<file path="config.mk">
export PLATFORM = sky130hd
export DESIGN_NAME = cavlc_block_sequencer_flat
export DESIGN_NICKNAME = d
export VERILOG_FILES = /design/src/rtl/cavlc_pkg.sv /design/src/rtl/cavlc_block_sequencer_if.sv /design/src/rtl/cavlc_shift_mux.sv /design/src/rtl/cavlc_block_sequencer.sv /design/src/flat_wrapper.sv
export SDC_FILE = /design/constraint.sdc
export NUM_CORES = 1
export LEC_CHECK = 0
export CAP_MARGIN = 10
export CORE_MARGIN = 8
export CORE_UTILIZATION = 47
export CTS_BUF_LIST = sky130_fd_sc_hd__clkbuf_4 sky130_fd_sc_hd__clkbuf_8
export DETAILED_ROUTE_END_ITERATION = 8
export GPL_ROUTABILITY_DRIVEN = 0
export PLACE_DENSITY = 0.95
export REMOVE_ABC_BUFFERS = 1
export SYNTH_ARGS = -nofsm -noshare
export SYNTH_HDL_FRONTEND = slang
export SYNTH_SLANG_ARGS = --single-unit
</file>
<file path="constraint.sdc">
create_clock -name Clk -period 4.6 [get_ports Clk]
set_input_delay 0.92 -clock Clk [delete_from_list [all_inputs] [get_ports Clk]]
set_output_delay 0.92 -clock Clk [all_outputs]
set_load 0.005 [all_outputs]
</file>
<file path="src/rtl/cavlc_pkg.sv">
// Shared types and constants for the CAVLC residual-block decoder.
package cavlc_pkg;
  localparam int COEFF_W        = 5;
  localparam int SHIFT_W        = 5;
  localparam int TZ_W           = 4;
  localparam int MAX_COEFF_LUMA = 16;
  localparam int MAX_COEFF_AC   = 15;

  typedef enum logic [2:0] {IDLE, CT, LV, TZ, RB, DONE, ERR} seq_state_t;
endpackage

</file>
<file path="src/rtl/cavlc_block_sequencer_if.sv">
// Stage-side bundle of the block sequencer: enables, done/result handshakes, shift requests.
interface cavlc_block_sequencer_if;
  import cavlc_pkg::*;

  logic               CtEnable;
  logic               CtDone;
  logic [COEFF_W-1:0] CtTotalCoeff;
  logic [1:0]         CtTrailingOnes;
  logic               CtShiftEn;
  logic [SHIFT_W-1:0] CtNumShift;

  logic               LvEnable;
  logic               LvDone;
  logic               LvShiftEn;
  logic [SHIFT_W-1:0] LvNumShift;
  logic [COEFF_W-1:0] TotalCoeff;
  logic [1:0]         TrailingOnes;

  logic               TzEnable;
  logic               TzDone;
  logic [TZ_W-1:0]    TzTotalZeros;
  logic               TzShiftEn;
  logic [SHIFT_W-1:0] TzNumShift;

  logic               RbEnable;
  logic               RbDone;
  logic               RbShiftEn;
  logic [SHIFT_W-1:0] RbNumShift;

  logic               ShiftEn;
  logic [SHIFT_W-1:0] NumShift;

  modport master (
    output CtEnable, LvEnable, TzEnable, RbEnable, TotalCoeff, TrailingOnes, ShiftEn, NumShift,
    input  CtDone, CtTotalCoeff, CtTrailingOnes, CtShiftEn, CtNumShift,
    input  LvDone, LvShiftEn, LvNumShift,
    input  TzDone, TzTotalZeros, TzShiftEn, TzNumShift,
    input  RbDone, RbShiftEn, RbNumShift
  );

  modport slave (
    input  CtEnable, LvEnable, TzEnable, RbEnable, TotalCoeff, TrailingOnes, ShiftEn, NumShift,
    output CtDone, CtTotalCoeff, CtTrailingOnes, CtShiftEn, CtNumShift,
    output LvDone, LvShiftEn, LvNumShift,
    output TzDone, TzTotalZeros, TzShiftEn, TzNumShift,
    output RbDone, RbShiftEn, RbNumShift
  );
endinterface

</file>
<file path="src/rtl/cavlc_shift_mux.sv">
// Routes the active stage's shift request to the shared bitstream shifter; combinational.
module cavlc_shift_mux
  import cavlc_pkg::*;
(
  input  seq_state_t         State,
  input  logic               CtShiftEn,
  input  logic [SHIFT_W-1:0] CtNumShift,
  input  logic               LvShiftEn,
  input  logic [SHIFT_W-1:0] LvNumShift,
  input  logic               TzShiftEn,
  input  logic [SHIFT_W-1:0] TzNumShift,
  input  logic               RbShiftEn,
  input  logic [SHIFT_W-1:0] RbNumShift,
  output logic               ShiftEn,
  output logic [SHIFT_W-1:0] NumShift
);
  always_comb begin
    ShiftEn  = 1'b0;
    NumShift = '0;
    case (State)
      CT:      begin ShiftEn = CtShiftEn; NumShift = CtNumShift; end
      LV:      begin ShiftEn = LvShiftEn; NumShift = LvNumShift; end
      TZ:      begin ShiftEn = TzShiftEn; NumShift = TzNumShift; end
      RB:      begin ShiftEn = RbShiftEn; NumShift = RbNumShift; end
      default: ;
    endcase
    // The shifter may treat NumShift as live even without ShiftEn, so keep it quiet.
    if (!ShiftEn) NumShift = '0;
  end
endmodule

</file>
<file path="src/rtl/cavlc_block_sequencer.sv">
// CAVLC residual-block controller: runs coeff_token -> level -> total_zeros -> run_before,
// skipping empty stages and flagging illegal counts. CAVLC_WATCHDOG_EN adds a per-stage stall limit.
module cavlc_block_sequencer
  import cavlc_pkg::*;
#(
  parameter int MAX_COEFF       = MAX_COEFF_LUMA,
  parameter int WATCHDOG_CYCLES = 64,
  parameter int BLK_CNT_W       = 16
) (
  input  logic                 Clk,
  input  logic                 Reset,
  input  logic                 Start,
  input  logic [COEFF_W-1:0]   BlockMaxCoeff,
  output logic                 Busy,
  output logic                 BlockDone,
  output logic                 Error,
  output logic [BLK_CNT_W-1:0] BlocksDecoded,
  cavlc_block_sequencer_if.master Stg
);
  localparam int SUM_W = COEFF_W + 1;

  seq_state_t         state, nextState;
  logic [COEFF_W-1:0] maxCoeff, maxCoeffIn;
  logic [SUM_W-1:0]   tzSum;
  logic               ctIllegal;
  logic               wdExpire;

  assign maxCoeffIn = (BlockMaxCoeff > COEFF_W'(MAX_COEFF)) ? COEFF_W'(MAX_COEFF) : BlockMaxCoeff;
  assign ctIllegal  = (Stg.CtTotalCoeff > maxCoeff) ||
                      ({{(COEFF_W-2){1'b0}}, Stg.CtTrailingOnes} > Stg.CtTotalCoeff);
  // One bit wider than TotalCoeff so a large TotalZeros cannot wrap past the limit.
  assign tzSum = {1'b0, Stg.TotalCoeff} + {{(SUM_W-TZ_W){1'b0}}, Stg.TzTotalZeros};

`ifdef CAVLC_WATCHDOG_EN
  localparam int WD_W = $clog2(WATCHDOG_CYCLES);
  logic [WD_W-1:0] stageCnt;

  assign wdExpire = (stageCnt == WD_W'(WATCHDOG_CYCLES - 1));

  always_ff @(posedge Clk) begin
    if (Reset || (nextState != state)) stageCnt <= '0;
    else                               stageCnt <= stageCnt + WD_W'(1);
  end
`else
  assign wdExpire = 1'b0;
`endif

  always_comb begin
    nextState = state;
    case (state)
      IDLE: if (Start) nextState = CT;
      CT: if (Stg.CtDone) begin
        if (ctIllegal)                       nextState = ERR;
        else if (Stg.CtTotalCoeff == '0)     nextState = DONE;
        else                                 nextState = LV;
      end
      LV: if (Stg.LvDone) nextState = (Stg.TotalCoeff == maxCoeff) ? DONE : TZ;
      TZ: if (Stg.TzDone) begin
        if (tzSum > {1'b0, maxCoeff})                            nextState = ERR;
        else if (Stg.TzTotalZeros == '0 || Stg.TotalCoeff == 1) nextState = DONE;
        else                                                     nextState = RB;
      end
      RB:      if (Stg.RbDone) nextState = DONE;
      default: nextState = IDLE;
    endcase
    // Every Done moves the state, so "no state change" here means the stage is stalled.
    if (wdExpire && (state inside {CT, LV, TZ, RB}) && (nextState == state)) nextState = ERR;
  end

  always_ff @(posedge Clk) begin
    if (Reset) begin
      state            <= IDLE;
      maxCoeff         <= '0;
      Busy             <= 1'b0;
      BlockDone        <= 1'b0;
      Error            <= 1'b0;
      BlocksDecoded    <= '0;
      Stg.CtEnable     <= 1'b0;
      Stg.LvEnable     <= 1'b0;
      Stg.TzEnable     <= 1'b0;
      Stg.RbEnable     <= 1'b0;
      Stg.TotalCoeff   <= '0;
      Stg.TrailingOnes <= '0;
    end else begin
      state        <= nextState;
      Busy         <= (nextState != IDLE);
      BlockDone    <= (nextState == DONE);
      Error        <= (nextState == ERR);
      Stg.CtEnable <= (nextState == CT);
      Stg.LvEnable <= (nextState == LV);
      Stg.TzEnable <= (nextState == TZ);
      Stg.RbEnable <= (nextState == RB);
      if (state == IDLE && Start) maxCoeff <= maxCoeffIn;
      if (state == CT && Stg.CtDone) begin
        Stg.TotalCoeff   <= Stg.CtTotalCoeff;
        Stg.TrailingOnes <= Stg.CtTrailingOnes;
      end
      if (nextState == DONE) BlocksDecoded <= BlocksDecoded + BLK_CNT_W'(1);
    end
  end

  cavlc_shift_mux uShiftMux (
    .State      (state),
    .CtShiftEn  (Stg.CtShiftEn),
    .CtNumShift (Stg.CtNumShift),
    .LvShiftEn  (Stg.LvShiftEn),
    .LvNumShift (Stg.LvNumShift),
    .TzShiftEn  (Stg.TzShiftEn),
    .TzNumShift (Stg.TzNumShift),
    .RbShiftEn  (Stg.RbShiftEn),
    .RbNumShift (Stg.RbNumShift),
    .ShiftEn    (Stg.ShiftEn),
    .NumShift   (Stg.NumShift)
  );
endmodule

</file>
<file path="src/flat_wrapper.sv">
// flat-port wrapper written by rule: the top's interface ports become plain ports
module cavlc_block_sequencer_flat import cavlc_pkg::*;
#(
  parameter int MAX_COEFF       = MAX_COEFF_LUMA,
  parameter int WATCHDOG_CYCLES = 64,
  parameter int BLK_CNT_W       = 16
)
  (Clk, Reset, Start, BlockMaxCoeff, Busy, BlockDone, Error, BlocksDecoded, Stg_CtEnable, Stg_LvEnable, Stg_TzEnable, Stg_RbEnable, Stg_TotalCoeff, Stg_TrailingOnes, Stg_ShiftEn, Stg_NumShift, Stg_CtDone, Stg_CtTotalCoeff, Stg_CtTrailingOnes, Stg_CtShiftEn, Stg_CtNumShift, Stg_LvDone, Stg_LvShiftEn, Stg_LvNumShift, Stg_TzDone, Stg_TzTotalZeros, Stg_TzShiftEn, Stg_TzNumShift, Stg_RbDone, Stg_RbShiftEn, Stg_RbNumShift);
  cavlc_block_sequencer_if Stg_i ();
  input  logic Clk;
  input  logic Reset;
  input  logic Start;
  input  logic [COEFF_W-1:0] BlockMaxCoeff;
  output logic Busy;
  output logic BlockDone;
  output logic Error;
  output logic [BLK_CNT_W-1:0] BlocksDecoded;
  output wire logic [$bits(Stg_i.CtEnable)-1:0] Stg_CtEnable;
  output wire logic [$bits(Stg_i.LvEnable)-1:0] Stg_LvEnable;
  output wire logic [$bits(Stg_i.TzEnable)-1:0] Stg_TzEnable;
  output wire logic [$bits(Stg_i.RbEnable)-1:0] Stg_RbEnable;
  output wire logic [$bits(Stg_i.TotalCoeff)-1:0] Stg_TotalCoeff;
  output wire logic [$bits(Stg_i.TrailingOnes)-1:0] Stg_TrailingOnes;
  output wire logic [$bits(Stg_i.ShiftEn)-1:0] Stg_ShiftEn;
  output wire logic [$bits(Stg_i.NumShift)-1:0] Stg_NumShift;
  input wire logic [$bits(Stg_i.CtDone)-1:0] Stg_CtDone;
  input wire logic [$bits(Stg_i.CtTotalCoeff)-1:0] Stg_CtTotalCoeff;
  input wire logic [$bits(Stg_i.CtTrailingOnes)-1:0] Stg_CtTrailingOnes;
  input wire logic [$bits(Stg_i.CtShiftEn)-1:0] Stg_CtShiftEn;
  input wire logic [$bits(Stg_i.CtNumShift)-1:0] Stg_CtNumShift;
  input wire logic [$bits(Stg_i.LvDone)-1:0] Stg_LvDone;
  input wire logic [$bits(Stg_i.LvShiftEn)-1:0] Stg_LvShiftEn;
  input wire logic [$bits(Stg_i.LvNumShift)-1:0] Stg_LvNumShift;
  input wire logic [$bits(Stg_i.TzDone)-1:0] Stg_TzDone;
  input wire logic [$bits(Stg_i.TzTotalZeros)-1:0] Stg_TzTotalZeros;
  input wire logic [$bits(Stg_i.TzShiftEn)-1:0] Stg_TzShiftEn;
  input wire logic [$bits(Stg_i.TzNumShift)-1:0] Stg_TzNumShift;
  input wire logic [$bits(Stg_i.RbDone)-1:0] Stg_RbDone;
  input wire logic [$bits(Stg_i.RbShiftEn)-1:0] Stg_RbShiftEn;
  input wire logic [$bits(Stg_i.RbNumShift)-1:0] Stg_RbNumShift;
  assign Stg_CtEnable = Stg_i.CtEnable;
  assign Stg_LvEnable = Stg_i.LvEnable;
  assign Stg_TzEnable = Stg_i.TzEnable;
  assign Stg_RbEnable = Stg_i.RbEnable;
  assign Stg_TotalCoeff = Stg_i.TotalCoeff;
  assign Stg_TrailingOnes = Stg_i.TrailingOnes;
  assign Stg_ShiftEn = Stg_i.ShiftEn;
  assign Stg_NumShift = Stg_i.NumShift;
  assign Stg_i.CtDone = Stg_CtDone;
  assign Stg_i.CtTotalCoeff = Stg_CtTotalCoeff;
  assign Stg_i.CtTrailingOnes = Stg_CtTrailingOnes;
  assign Stg_i.CtShiftEn = Stg_CtShiftEn;
  assign Stg_i.CtNumShift = Stg_CtNumShift;
  assign Stg_i.LvDone = Stg_LvDone;
  assign Stg_i.LvShiftEn = Stg_LvShiftEn;
  assign Stg_i.LvNumShift = Stg_LvNumShift;
  assign Stg_i.TzDone = Stg_TzDone;
  assign Stg_i.TzTotalZeros = Stg_TzTotalZeros;
  assign Stg_i.TzShiftEn = Stg_TzShiftEn;
  assign Stg_i.TzNumShift = Stg_TzNumShift;
  assign Stg_i.RbDone = Stg_RbDone;
  assign Stg_i.RbShiftEn = Stg_RbShiftEn;
  assign Stg_i.RbNumShift = Stg_RbNumShift;
  cavlc_block_sequencer #(.MAX_COEFF(MAX_COEFF), .WATCHDOG_CYCLES(WATCHDOG_CYCLES), .BLK_CNT_W(BLK_CNT_W)) u_core (.Clk(Clk), .Reset(Reset), .Start(Start), .BlockMaxCoeff(BlockMaxCoeff), .Busy(Busy), .BlockDone(BlockDone), .Error(Error), .BlocksDecoded(BlocksDecoded), .Stg(Stg_i));
endmodule
</file>
Word level (Yosys, flattened, before mapping)
Cells that the tools add are included.
{"block": "word_totals", "regBits": 38, "out_inout_bits": 36, "inputBits": 47, "elab_cells": 53}
{"block": "classes", "n_reduce_logical": 8, "add_sub_neg": 2, "n_eq_ne": 12, "muxes": 15, "n_lt_le_gt_ge": 4}
{"operator": "$mux 3", "count": 9}
{"operator": "$pmux 5 s4", "count": 1}
{"operator": "$add 16x1->16 const B", "count": 1}
{"operator": "$pmux 3 s5", "count": 1}
{"operator": "$eq 3x2->1 const B", "count": 4}
{"operator": "$eq 3x3->1 const B", "count": 4}
{"operator": "$mux 5", "count": 2}
{"operator": "$add 5x4->6", "count": 1}
{"operator": "$eq 3x1->1 const B", "count": 2}
{"operator": "$gt 6x5->1", "count": 1}
{"operator": "$eq 5x1->1 const B", "count": 1}
{"operator": "$eq 5x5->1", "count": 1}
{"operator": "$gt 2x5->1", "count": 1}
{"operator": "$gt 5x5->1", "count": 1}
{"operator": "$gt 5x5->1 const B", "count": 1}
{"operator": "$logic_not 5->1", "count": 1}
{"operator": "$logic_not 4->1", "count": 1}
{"operator": "$pmux 1 s4", "count": 1}
{"operator": "$logic_not 3->1", "count": 1}
{"operator": "$reduce_bool 3->1", "count": 1}
{"operator": "$logic_and 1x1->1", "count": 2}
{"operator": "$logic_or 1x1->1", "count": 2}
{"operator": "$mux 1", "count": 1}

Longest topological paths before layout
Gate-level depths: netlist of run 1.
{"block": "depth", "depth_word": 7, "ltp_mapped": 13, "mapped_depth_nobuf": 13}

Hierarchy
A second synthesis of run 1 with hierarchy kept.
{"block": "hier_totals", "hier_cells": 295, "hier_area_um2": 2586.2}
{"mod": "cavlc_block_sequencer", "cells_per_inst": 265, "n_inst": 1, "area_per_inst_um2": 2307.2, "seq_area_each_um2": 760.7}
{"mod": "cavlc_shift_mux", "cells_per_inst": 30, "n_inst": 1, "area_per_inst_um2": 279.0, "seq_area_each_um2": 0.0}

Worst setup path before layout of run 1
Ideal clock, no wire load.
{"block": "synth_path", "path_kind": "input -> register", "from": "in Stg_TzTotalZeros[0]", "to": "reg u_core.BlocksDecoded[9]", "arrival_time_ns": 3.500, "setup_time_ns": 0.070, "required_ns": 4.530, "slack_ns": 1.029, "n_path_buf": 0, "cell_stages": 12, "cell_sequence": "ha_1 fa_1 a21o_1 a21oi_1 xnor2_1 ha_1 mux2i_1 a21oi_1 nor4_4 o22ai_2 or4_1 a21oi_1"}
{"block": "synth_between", "elab_chain_len": 7, "word_cells_on_any_way": 9, "classes_between": "add/sub: 1; order compare: 1; eq/ne: 1; mux: 4; reduce/logical: 2"}
{"item": "start, declared", "line_no": "flat_wrapper.sv:35", "source": "input wire logic [$bits(Stg_i.TzTotalZeros)-1:0] Stg_TzTotalZeros;"}
{"item": "parallel branches: the longest is 3 deep, another holds $add 5x4->6"}
{"item": "$mux 3 (*)", "line_no": "cavlc_block_sequencer.sv:59", "source": "if (tzSum > {1'b0, maxCoeff}) nextState = ERR;"}
{"item": "$mux 3 (*)", "line_no": "cavlc_block_sequencer.sv:58", "source": "TZ: if (Stg.TzDone) begin"}
{"item": "$pmux 3 s5 (*)", "line_no": "cavlc_block_sequencer.sv:50", "source": "case (state)"}
{"item": "$eq 3x3->1 (*)", "line_no": "cavlc_block_sequencer.sv:98", "source": "if (nextState == DONE) BlocksDecoded <= BlocksDecoded + BLK_CNT_W'(1);"}
{"item": "end signal, assigned", "line_no": "cavlc_block_sequencer.sv:98"}
{"item": "end, declared", "line_no": "cavlc_block_sequencer.sv:17", "source": "output logic [BLK_CNT_W-1:0] BlocksDecoded,"}
Mark *: on every way between the ends.
A chain may end at the register's enable or synchronous reset.

Worst setup path after layout of run 1
Ends and elaborated chain as after synthesis.

==> results of run 1 <==
==> Yosys cell counts (all sizes together), types with 2 or more instances <==
library cell	count
a21oi	31
o22ai	3
o21ai	15
nor4b	2
xnor2	4
or2	2
nand3b	6
nand3	7
clkbuf	7
nor2b	5
nand4	4
o31ai	5
mux2	7
or4	4
and3	5
a31oi	7
or3	10
ha	18
dfxtp	38
mux2i	3
a21o	3
nor4	4
xor2	2
buf	6
a22oi	5
nor3	4
nand2b	3
inv	12
nor2	27
nand2	33
==> flip-flops by register name, indices dropped and copies added, names as in the netlist <==
register / cells
u_core.BlocksDecoded: 16
u_core.Error: 1
u_core.Stg.RbEnable: 1
u_core.Stg.TzEnable: 1
u_core.Busy: 1
u_core.Stg.LvEnable: 1
u_core.state: 3
u_core.BlockDone: 1
u_core.Stg.CtEnable: 1
u_core.maxCoeff: 5
u_core.Stg.TrailingOnes: 2
u_core.Stg.TotalCoeff: 5
==> area by class of cell <==
class	instances	area, um^2	area share
tap	70	87.6	0.0261
clock buffer	7	90.1	0.0268
inverter	12	45.0	0.0134
clock inverter	1	5.00	0.00149
multi-input combinational	233	1540	0.457
sequential	38	761	0.226
timing repair buffer	83	836	0.249
==> critical path: cells and delay by family <==
kind / cells / cell delay [ps]
buffers and inverters: 1 / 450
AND/OR/NAND/NOR: 2 / 940
AO/OA/AOI/OAI: 6 / 1210
adder cells (fa/ha/maj): 3 / 860
XOR/XNOR: 1 / 100
==> stage by stage <==
| step | util | cells | hold WS (ps) |
|---|---|---|---|
| 2_1_floorplan | - | 283 | 434 |
| 3_3_place_gp | 0.649 | 435 | 447 |
| 3_5_place_dp | 0.649 | 435 | 451 |
| 4_1_cts | 0.668 | 443 | 464 |
| 5_1_grt | 0.671 | 444 | 484 |
| 6_report | 0.671 | 444 | 461 |
==> worst min-delay path by stage <==
stage                                            end                  startpoint
final                     u_core.Stg.TrailingOnes[0]  u_core.Stg.TrailingOnes[0]
after global routing      u_core.Stg.TrailingOnes[0]  u_core.Stg.TrailingOnes[0]
after CTS                 u_core.Stg.TrailingOnes[0]  u_core.Stg.TrailingOnes[0]
after detailed placement  u_core.Stg.TrailingOnes[0]  u_core.Stg.TrailingOnes[0]
after global placement    u_core.Stg.TrailingOnes[0]  u_core.Stg.TrailingOnes[0]
after floorplan                   u_core.maxCoeff[1]          u_core.maxCoeff[1]
==> where the power goes <==
group | switching [W] | internal [W] | total (W)
combinational | 0.000169 | 0.000175 | 0.000345
clock | 0.000120 | 0.000127 | 0.000247
sequential | 0.0000453 | 0.000355 | 0.000401
==> per-layer routing <==
metal / routed length (um) / up-vias
li1: - / 1231
met4: 115 / 0
met5: 0 / -
met2: 3550 / 89
met1: 2820 / 1155
met3: 584 / 10
==> logic make-up after synthesis <==
kind of cell,Yosys count,synth area share
and+or+nand+nor,119,0.267
AOI/OAI and AO/OA,79,0.202
DFF,38,0.316
buffers and inverters,25,0.0453
adders and majority gates,19,0.102
muxes,10,0.0453
xor gates and xnor gates,6,0.0219
==> results.cfg, run 1 <==
[worst_setup_path]
crit_path_end = u_core.BlocksDecoded[9]
worstPathArrival_ps = 4480
r2r-end = u_core.BlocksDecoded[9]
startpoint = Stg_TzTotalZeros[0]
worstPathRequired_ps = 4840
critical_path.max_stage_delay_ps = 590
reg2reg_from = u_core.Stg.TotalCoeff[0]
reg2reg_setup_slack_ps = 1070
cp_slowest_cell = or4_1
path_cells = clkdlybuf4s50_1 -> ha_1 -> fa_1 -> a21o_1 -> a21oi_1 -> xnor2_1 -> ha_1 -> a211oi_1 -> a21oi_1 -> nor4_4 -> o22ai_2 -> or4_1 -> a21oi_1
crit_path_start_kind = input pin
criticalPathCategory = in -> reg
crit_path_frequent_cell = a21oi_1
crit_fanout = 24
r2r_cells = 12
critPathCaptureType = flop

[grt]
grt_max_degree = 35
met1_usage = 0.197
grtUsageTotal = 0.182
globalRouteOverflowTotal = 0
gr-max-usage-layer = met2
antenna_found_initial = 0
grt_pass1_vias = 2403
grt_pass1_wl_um = 11100
grt_util_met3 = 0.0610
grtUsageMet2 = 0.317

[synthesis]
syn-cell-area_um2 = 2400
synth.avg_cell_area_um2 = 8.12
netlist_top_cells_area = dfxtp_1, ha_1, a21oi_1
synth.top_cell.area_share = 0.316
netlist-cell-type-count = 53
ys.flop_type = dfxtp_1
synth_edf_count = 0
postSynthCellCount = 296
yosys.area.top_type = dfxtp_1
synth_warnings = 0
synth_seq_cells = 38
seq_area_frac_synth = 0.316
synthArstFlopShare = 0

[power_and_ir_drop]
powerDensity_nw_per_um2 = 295
report.power.total_w = 0.000992
vdd_drop_max_v = 0.000190
leakage_nw = 1.23

[clock_network]
htree_levels = 2
cts_resized = 0
cts_tree = built
path_clk_slew_ps = 70
clockBufferDepth = 2
cts_setup_buffers = 0
postCtsHoldBufs = 0
cts_sinks = 38
clk_root_buffer_cell = clkbuf_8
numCtsBuffers = 5
clock_latency_ps = 300

[timing]
maxSlewHeadroom = 0.319
slew_violations = 0
setup_viol = 0
hold_violations = 0
grt_setup_unrepaired = false
fin_ws_ps = 363
fmax_mhz = 236
tightest_slew_ps = 1010
fin_worst_skew_ps = 7.30
period_share = 0.921
min_period_ps = 4240
setup-tns-final_ps = 0

[floorplanning]
die-area_um2 = 7660
io_pins = 83
core_area_um2 = 5010
initial_utilization = 0.480
fp.dieW_um = 87.5
die_h_um = 87.5
rows = 26

[job]
cap_violations = 0

[drt]
vias = 2485
final_antenna_net_count = 0
dr.first_iter.drc_count = 120
drt_wl_total_um = 7070
viasPerCell = 5.60
drc = 0
dr.pass1.iters = 4
wl_per_cell_um = 15.9

[cells_and_area]
final_area_um2 = 3360
final_layout_size_suffix_gt1_frac = 0.0642
nFillCells = 430
layout_common_cells = clkdlybuf4s50_1, dfxtp_1, nand2_1
area_growth_pct = 39.7
nets = 439
antenna_cells = 0
mostFrequentLayoutCell = clkdlybuf4s50_1

[placed_design]
dp_slack_ps = 58.0
portBuffers = 82
dp_hpwl_um = 5400
place_area_um2 = 3250

[min_path]
min_path_cells = 2
min_path_type = reg -> reg

[outcome]
status = complete, no violations
Power figures use the tool's default switching activity.
==> run 2, diff against run 1 <==
Settings changed: CORE_MARGIN 8 to 4.
==> run 2 against run 1 <==
Effect of this change: clock skew increased by 2.9 ps; sequential cell count unchanged; via count increased by 2.7%; maximum frequency increased by 1.7%; design area increased by 1.2%; utilization increased by 3.0 points; count of clock-buffer cells in the layout decreased by 2; global-route usage increased by 4.5 points; hold slack improved by 11 ps.
==> results.cfg, run 2 (synthesized netlist as in run 1, its figures left out) <==
[worst_setup_path]
crit_fanout = 18
critical_path.max_stage_delay_ps = 570
critPathCaptureType = flop
cp_slowest_cell = or4_1
crit_path_start_kind = input pin
worstPathRequired_ps = 4820
cp_num_buf_inv = 1
reg2reg_setup_slack_ps = 1140
crit_path_frequent_cell = a21oi_1
worstPathArrival_ps = 4390
criticalPathCategory = in -> reg
path_cells = clkdlybuf4s50_1 -> ha_1 -> fa_1 -> a21o_1 -> a21oi_1 -> xnor2_1 -> ha_1 -> a211oi_1 -> a21oi_1 -> nor4_4 -> o22ai_2 -> or4_1 -> a21oi_1
path_delay_family = compound AO/OA/AOI/OAI gates

[cells_and_area]
nets = 440
final_layout_size_suffix_gt1_frac = 0.0667
antenna_cells = 0
reg_top3 = u_core.BlocksDecoded: 16 flops, u_core.Stg.TotalCoeff: 5 flops, u_core.maxCoeff: 5 flops
fin_util = 0.701
final_area_um2 = 3400
mostFrequentLayoutCell = clkdlybuf4s50_1
layout_common_cells = clkdlybuf4s50_1, dfxtp_1, nand2_1
largest_reg_flops = 16
largest_register = u_core.BlocksDecoded
nFillCells = 392
area_growth_pct = 41.3

[drt]
final_antenna_net_count = 0
drc = 0
vias = 2553
dr.first_iter.drc_count = 135
dr.pass1.iters = 5
drt_wl_total_um = 6810
wl_per_cell_um = 15.4
viasPerCell = 5.78

[floorplanning]
rows = 25
initial_utilization = 0.496
fp.dieW_um = 79.5
core_area_um2 = 4850
io_pins = 83
die-area_um2 = 6330
die_h_um = 79.5

[timing]
fin_hold_ws_ps = 471
min_period_ps = 4170
fin_worst_skew_ps = 10.2
maxSlewHeadroom = 0.315
hold_violations = 0
tightest_slew_ps = 1010
setup_viol = 0
slew_violations = 0
setup-tns-final_ps = 0
grt_setup_unrepaired = false
period_share = 0.905
fmax_mhz = 240

[clock_network]
numCtsBuffers = 5
clock_latency_ps = 300
cts_tree = built
htree_levels = 2
postCtsHoldBufs = 0
cts_sinks = 38
clk_root_buffer_cell = clkbuf_8
cts_setup_buffers = 0
clockBufferDepth = 2
path_clk_slew_ps = 80
cts_resized = 0

[job]
cap_violations = 0

[grt]
grt_pass1_vias = 2569
grt_pass1_wl_um = 11500
antenna_found_initial = 0
grtUsageTotal = 0.227
grt_max_degree = 24
globalRouteOverflowTotal = 0

[power_and_ir_drop]
leakage_nw = 1.25
vdd_drop_max_v = 0.000283
powerDensity_nw_per_um2 = 320

[placed_design]
place_area_um2 = 3260
dp_hpwl_um = 5140
portBuffers = 82

[min_path]
min_path_type = reg -> reg

[outcome]
status = complete, no violations
run 2: changes by cell type in the layout (fill, tap and decap cells not counted), sizes merged:
cell,previous run,this run
buf,1,2
bufinv,0,2
clkbuf,7,5
run 2: area by class of cell:
class                      instances  area (um^2)  area share
inverter                          12         45.0      0.0133
clock inverter                     3         68.8      0.0203
tap                               67         83.8      0.0247
sequential                        38          761       0.224
timing repair buffer              84          836       0.246
multi-input combinational        233         1540       0.452
clock buffer                       5         68.8      0.0203
run 2: metrics by stage:
step           power (W)  std cells  setup WS, ps
2_1_floorplan   0.000593        283           874
3_3_place_gp    0.000734        434           293
3_5_place_dp    0.000747        434           149
4_1_cts          0.00109        442           457
5_1_grt          0.00116        442           245
6_report         0.00109        442           435
run 2: path summary, 6_finish.rpt:
kind / from / to / cells past startpoint
max: Stg_TzTotalZeros[0] / u_core.BlocksDecoded[9] / 13
min reg2reg: u_core.Stg.TrailingOnes[1] / u_core.Stg.TrailingOnes[1] / 2
max reg2reg: u_core.Stg.TotalCoeff[0] / u_core.BlocksDecoded[9] / 12
min: u_core.Stg.TrailingOnes[1] / u_core.Stg.TrailingOnes[1] / 2
run 2: per-layer routing:
layer | track usage | wire, um | vias up
li1 | - | - | 1237
met1 | 0.265 | 2770 | 1180
met2 | 0.393 | 3270 | 119
met3 | 0.0576 | 599 | 17
met4 | 0.0893 | 167 | 0
met5 | 0 | 0 | -
run 2: worst register-to-register path: stages (launching register included):
cell and delay (ps):
dfxtp_1 380, ha_1 220, fa_1 400, a21o_1 170, a21oi_1 170, xnor2_1 90, ha_1 210, a211oi_1 230
a21oi_1 160, nor4_4 350, o22ai_2 270, or4_1 570, a21oi_1 160
run 2: where the power goes:
group | total (W) | internal, W | switching [W]
combinational | 0.000344 | 0.000177 | 0.000167
clock | 0.000342 | 0.000217 | 0.000125
sequential | 0.000402 | 0.000355 | 0.0000466
==> run 3, diff against run 2 <==
Settings changed: MAX_ROUTING_LAYER set to met4.
==> run 3 against run 2 <==
Effect of this change: critical path depth stayed put; setup slack better by 0.93 ps; sequential cell count stayed put; critical endpoint unchanged; sequential power hardly changed; utilization stayed put; routed wire length is 0.28% lower; via count is 0.78% lower; global-route usage is 0.49 points higher; first-iteration DRC count is 1.5% lower; register-to-register slack hardly changed; sequential share of layout area stayed put.
==> results.cfg, run 3 (synthesized netlist as in run 1, its figures left out) <==
[grt]
grt_max_degree = 24
grt_pass1_wl_um = 11500
antenna_found_initial = 0
grtUsageTotal = 0.232
globalRouteOverflowTotal = 0
grt_pass1_vias = 2575

[cells_and_area]
largest_reg_flops = 16
nets = 440
area_growth_pct = 41.3
reg_top3 = u_core.BlocksDecoded: 16 flops, u_core.Stg.TotalCoeff: 5 flops, u_core.maxCoeff: 5 flops
largest_register = u_core.BlocksDecoded
final_layout_size_suffix_gt1_frac = 0.0667
mostFrequentLayoutCell = clkdlybuf4s50_1
layout_common_cells = clkdlybuf4s50_1, dfxtp_1, nand2_1
antenna_cells = 0

[worst_setup_path]
crit_path_frequent_cell = a21oi_1
path_cells = clkdlybuf4s50_1 -> ha_1 -> fa_1 -> a21o_1 -> a21oi_1 -> xnor2_1 -> ha_1 -> a211oi_1 -> a21oi_1 -> nor4_4 -> o22ai_2 -> or4_1 -> a21oi_1
criticalPathCategory = in -> reg
critical_path.max_stage_delay_ps = 570
crit_path_start_kind = input pin
worstPathRequired_ps = 4820
critPathCaptureType = flop
worstPathArrival_ps = 4380
cp_num_buf_inv = 1
cp_slowest_cell = or4_1
path_delay_family = compound AO/OA/AOI/OAI gates
crit_fanout = 18

[timing]
grt_setup_unrepaired = false
hold_violations = 0
period_share = 0.905
min_period_ps = 4160
fin_worst_skew_ps = 11.3
fmax_mhz = 240
maxSlewHeadroom = 0.317
setup_viol = 0
slew_violations = 0
setup-tns-final_ps = 0
tightest_slew_ps = 1010

[drt]
viasPerCell = 5.73
wl_per_cell_um = 15.4
final_antenna_net_count = 0
dr.first_iter.drc_count = 133
drt_wl_total_um = 6790
vias = 2533
drc = 0
dr.pass1.iters = 4

[power_and_ir_drop]
p_seq_frac = 0.370
clockPowerShare = 0.314
powerDensity_nw_per_um2 = 320
leakage_nw = 1.25
report.power.total_w = 0.00109
power.switching_w = 0.000337
p_int_w = 0.000749
p_sw_frac = 0.310
vdd_drop_max_v = 0.000283
p_comb_frac = 0.316

[floorplanning]
initial_utilization = 0.496
io_pins = 83
die-area_um2 = 6330
die_h_um = 79.5
core_area_um2 = 4850
rows = 25
fp.dieW_um = 79.5

[clock_network]
cts_sinks = 38
numCtsBuffers = 5
clock_latency_ps = 300
postCtsHoldBufs = 0
cts_tree = built
cts_resized = 0
htree_levels = 2
path_clk_slew_ps = 80
clk_root_buffer_cell = clkbuf_8
clockBufferDepth = 2
cts_setup_buffers = 0

[min_path]
min_path_type = reg -> reg

[placed_design]
portBuffers = 82
dp_hpwl_um = 5140

[job]
cap_violations = 0

[outcome]
status = complete, no violations
-- run 3: cell counts in the layout (fill, tap and decap cells not counted) --
No cell type changed its count.
-- run 3: worst reg2reg max path, delay by kind of cell, from the launching register on --
| family | cells | cell delay [ps] |
|---|---|---|
| AO/OA/AOI/OAI | 6 | 1160 |
| XOR/XNOR | 1 | 90 |
| adder cells (fa/ha/maj) | 3 | 830 |
| flip-flops | 1 | 390 |
| AND/OR/NAND/NOR | 2 | 920 |
-- run 3: path summary, 6_finish.rpt --
path | from | slack (ps) | cells after the start | to
worst max-delay path | Stg_TzTotalZeros[0] | 440 | 13 | u_core.BlocksDecoded[9]
worst min-delay path | u_core.Stg.TrailingOnes[0] | 470 | 2 | u_core.Stg.TrailingOnes[0]
worst max register to register | u_core.Stg.TotalCoeff[0] | 1140 | 12 | u_core.BlocksDecoded[9]
worst min register to register | u_core.Stg.TrailingOnes[0] | 470 | 2 | u_core.Stg.TrailingOnes[0]
-- run 3: metrics by stage --
step	instance area (um^2)	utilization	hold WS, ps	instances	setup WS, ps
floorplan	2340	-	434	283	874
global placement	3260	0.673	452	434	293
detailed placement	3260	0.673	457	434	149
CTS	3400	0.701	471	442	457
global route	3400	0.701	488	442	242
finish	3400	0.701	474	442	436
-- run 3: per-layer routing --
metal,GRT usage,part of all wire
met1,0.265,0.42
met3,0.0530,0.070
met5,-,0
met2,0.393,0.49
met4,0.0893,0.020
-- run 3: area by class of cell --
cell class,instances,area (um^2)
Tap cell,67,83.8
Sequential cell,38,761
Inverter,12,45.0
Clock inverter,3,68.8
Multi-Input combinational cell,233,1540
Fill cell,392,1450
Timing Repair Buffer,84,836
Clock buffer,5,68.8
-- run 3: power groups by stage --
stage	combinational, W	sequential [W]	clock (W)
after floorplan	0.000195	0.000398	0
after global placement	0.000327	0.000407	0
after detailed placement	0.000339	0.000408	0
after CTS	0.000344	0.000401	0.000346
after global routing	0.000383	0.000408	0.000364
final	0.000343	0.000402	0.000341
==> RTL change 1 (settings of run 1) <==
The package constant `SHIFT_W` goes from 5 to 6.
--- a/src/rtl/cavlc_pkg.sv
+++ b/src/rtl/cavlc_pkg.sv
@@ -2,5 +2,5 @@
 package cavlc_pkg;
   localparam int COEFF_W        = 5;
-  localparam int SHIFT_W        = 5;
+  localparam int SHIFT_W        = 6;
   localparam int TZ_W           = 4;
   localparam int MAX_COEFF_LUMA = 16;
Ports: changed (5 resized); port bits go from 83 to 88. No check against the original RTL was run, so the function may have changed too.
==> RTL change 1 against run 1 <==
- clock skew shrank 0.00093 ns
- synthesized cell count grew 2.7%
- largest power group is now combinational logic
- final area grew 5.4%
- wire length grew 12%
- non-clock buffer count grew 6
- total power grew 19%
- synthesized area grew 4.1%
- worst setup slack gained 0.050 ns
- first-iteration DRC count grew 33%
- sequential cell count is the same
- highest routed layer unchanged
- sequential power shrank 1%
- register-to-register slack gained 0.02 ns
- critical path type unchanged
- critical endpoint is now u_core.BlocksDecoded[14]$_SDFFE_PP0N_
==> RTL change 1: results (changes against run 1) <==
status complete, no violations; PD cells 332 nW/µm² (+13%); Hold WS 0.464 ns (+0.00361 ns); buffer share of cell area 25.0% (+0.13 points); post-detail-place hpwl 5970 µm (+11%); NetSw 0.390 mW (+16%); fillers 442 (+2.8%); met2 WL 3730 µm (+5.0%); Lkg Pwr 1.32 nW (+6.7%); Multi-In Gates 243 (+4.3%); Via Count 2639 (+6.2%); crit path max fanout 22 (-8.3%); top post-synthesis cells by area dfxtp_1 30%, ha_1 9.0%, a21oi_1 6.0%; Worst Setup EP u_core.BlocksDecoded[14]$_SDFFE_PP0N_; clkbuf count 5 (-2); worst r2r src u_core.Stg.TotalCoeff[1]$_SDFFE_PP0P_; met3 Usage GRT 5.70% (-0.40 points); Layout Nets 458 (+4.3%); final wirelength 7890 µm (+12%); Clock buf/inv share 3.89% (+1.1 points); top cells by count, synth 40 x nand2_1, 38 x dfxtp_1, 30 x a21oi_1, 24 x nor2_1, 18 x ha_1; inverters 11 (-1); met2 usage 35.1% (+3.4 points); global-route wire length before repair 12600 µm (+13%); Peak VDD IR 0.000324 V (+70%); Worst-Margin Slew 0.928 ns (-0.0802 ns); worst endpoint data arrival time 4.41 ns (-0.07 ns); nonclk buf count 89 (+7.2%); met3 WL 706 µm (+21%); Reg2Reg Depth 11 (-1); area of the multi-input gates 1630 µm² (+6.1%); largest net degree at the start of global routing 34 (-2.9%); gr usage total 20.0% (+1.9 points); unique cell type count in the Yosys netlist 55 (+3.8%); violation count after the first detailed-route iteration 159 (+33%); wl on met1 3260 µm (+15%); fraction of layout cells with a size suffix above 1 6.17% (-0.25 points); vias in the first global route 2618 (+8.9%); Final Skew 0.00637 ns (-0.000931 ns)
[RTL change 1: through the flow]
step / area (µm²) / worst slack, ns / util [%] / std cells
global route: 3540 / 0.229 / 68.9 / 459
finish: 3540 / 0.413 / 68.9 / 459
CTS: 3540 / 0.455 / 68.9 / 459
global placement: 3400 / 0.316 / 66.2 / 451
detailed placement: 3400 / 0.163 / 66.2 / 451
floorplan: 2430 / 0.947 / - / 292
[RTL change 1: cell families (layout without fill, tap and decap cells)]
kind of cell             count (synthesis)  after routing  share of synthesized area [%]
AO/OA/AOI/OAI                           80             80                           21.8
XOR/XNOR                                10             10                           3.50
adder cells (fa/ha/maj)                 19             19                           9.80
buffers and inverters                   23            108                           4.50
flip-flops                              38             38                           30.4
multiplexers                             9              9                           3.75
AND/OR/NAND/NOR                        125            125                           26.3
[RTL change 1: tightest hold or removal path, stage by stage, from the launching register on]
cell and delay (ns):
dfxtp_1 0.31, nand2_1 0.05, a21oi_1 0.05
==> RTL change 2 (flow settings as in run 1) <==
Without the edit above. Register the output `Error` once more; this adds one clock of latency there. The other outputs are not delayed to match.
--- a/src/rtl/cavlc_block_sequencer.sv
+++ b/src/rtl/cavlc_block_sequencer.sv
@@ -19,4 +19,6 @@
 );
   localparam int SUM_W = COEFF_W + 1;
+
+  logic Error_s0;
 
   seq_state_t         state, nextState;
@@ -74,5 +76,5 @@
       Busy             <= 1'b0;
       BlockDone        <= 1'b0;
-      Error            <= 1'b0;
+      Error_s0         <= 1'b0;
       BlocksDecoded    <= '0;
       Stg.CtEnable     <= 1'b0;
@@ -86,5 +88,5 @@
       Busy         <= (nextState != IDLE);
       BlockDone    <= (nextState == DONE);
-      Error        <= (nextState == ERR);
+      Error_s0     <= (nextState == ERR);
       Stg.CtEnable <= (nextState == CT);
       Stg.LvEnable <= (nextState == LV);
@@ -113,4 +115,8 @@
     .NumShift   (Stg.NumShift)
   );
+  always_ff @(posedge Clk) begin
+    Error <= Error_s0;
+  end
+
 endmodule
 
Behaviour: not the same (a bounded check fails within 4 cycles, from zero or initial values and one cycle with Reset high).
==> RTL change 2 against run 1 <==
- final area up 0.15%
- synthesized area rose by 0.68%
- maximum frequency rose by 0.60%
- via count decreased by 2.0%
- worst setup slack better by 0.025 ns
- wire length about the same
- clock power fell by 7%
- first-iteration DRC count increased by 13%
- total power is 0.94% lower
- die area rose by 0.55%
- non-clock buffer count stayed put
- sequential cell count grew 1
- critical path type unchanged
- largest cell class unchanged
- highest routed layer unchanged
==> RTL change 2: results (changes against run 1) <==
Final Skew 0.00829 ns (+0.000988 ns); Synth Instances 286 (-3.4%); mux share of post-synthesis cell area 2.64% (-1.9 points); area of the multi-input gates 1530 µm² (about the same); gr usage total 18.8% (+0.67 points); met3 WL 351 µm (-40%); vias in the first global route 2453 (+2.1%); post-detail-place hpwl 5580 µm (+3.4%); total setup buffers inserted after CTS 0 (unchanged); Inserted Clock Buffers 5 (unchanged); top cells by count, synth 39 x dfxtp_1, 37 x a21oi_1, 32 x nand2_1, 18 x ha_1, 15 x nor2_1; async set-reset flop share out of synthesis 0% (unchanged); fraction of layout cells with a size suffix above 1 6.58% (+0.16 points); post-synthesis xor/xnor area fraction 3.62% (+1.4 points); Lkg Pwr 1.23 nW (-0.10%); PostCTS Resize Cnt 0 (unchanged); Post-Synth Adder-Cell Area 10.1% (-0.069 points); internal power 0.642 mW (-2.4%); Reg power frac 40.3% (about the same); buffer share of cell area 24.6% (-0.26 points); Seq area share 23.2% (+0.56 points); initial antenna violation count 0 (unchanged); Pwr Total 0.983 mW (-0.94%); wl on met1 2820 µm (-0.25%); final worst setup slack 0.388 ns (+0.0254 ns); met2 usage 34.6% (+2.9 points); sequential fraction of the synthesis area 32.2% (+0.61 points); Seq cells post-synth 39 (+2.6%); largest net degree at the start of global routing 38 (+8.6%); post-route insts no fill 435 (-2.0%); Peak VDD IR 0.000230 V (+21%); Cell Area, Placed 3280 µm² (+0.81%); unique cell type count in the Yosys netlist 48 (-9.4%); violation count after the first detailed-route iteration 135 (+13%); CP max stage delay 0.46 ns (-0.13 ns); # port buffers 82 (unchanged); global-route wire length before repair 11500 µm (+3.5%); dpl cells 427 (-1.8%); worst endpoint data arrival time 4.39 ns (-0.09 ns); nonclk buf count 83 (unchanged); Clock buf/inv share 2.64% (-0.19 points); met3 Usage GRT 3.47% (-2.6 points); GR Layer Usage met1 20.1% (+0.37 points); final wirelength 7070 µm (about the same); post-route core utilization 66.7% (-0.33 points); Compound-Gate Fraction of Synth Area 20.5% (+0.28 points); Post-Layout Inst Area 3360 µm² (+0.15%); slowest stage cell, crit path clkdlybuf4s50_1; pre-CTS setup slack 0.118 ns (+0.0595 ns); DR pass1 iterations 4 (unchanged); top post-synthesis cells by area dfxtp_1 32%, ha_1 9.3%, a21oi_1 7.6%; Via Count 2435 (-2.0%); Clk pwr share 23.4% (-1.5 points); met2 WL 3740 µm (+5.4%); status complete, no violations; Rel. slew slack 33.7% (+1.9 points); crit path max fanout 27 (+13%); fillers 414 (-3.7%); Multi-In Gates 223 (-4.3%)
## RTL change 2: cell types whose count changed in the layout (fill, tap and decap cells not counted), sizes merged, moves of 5 or more
cell,run 1,this run
o31ai,5,10
xor2,2,7
a31oi,7,0
a22oi,5,11
or3,10,3
nor2,27,16
a21oi,31,37
or4,4,9
## RTL change 2: worst paths after layout
path	from	end	slack, ns	cells past startpoint
hold / removal	u_core.Error_s0$_SDFF_PP0_	u_core.Error$_DFF_P_	0.34	0
hold reg to reg	u_core.Error_s0$_SDFF_PP0_	u_core.Error$_DFF_P_	0.34	0
setup / recovery	Stg_TzTotalZeros[0]	u_core.BlocksDecoded[15]$_SDFFE_PP0N_	0.39	13
setup reg to reg	u_core.Stg.TotalCoeff[0]$_SDFFE_PP0P_	u_core.BlocksDecoded[15]$_SDFFE_PP0N_	1.07	12
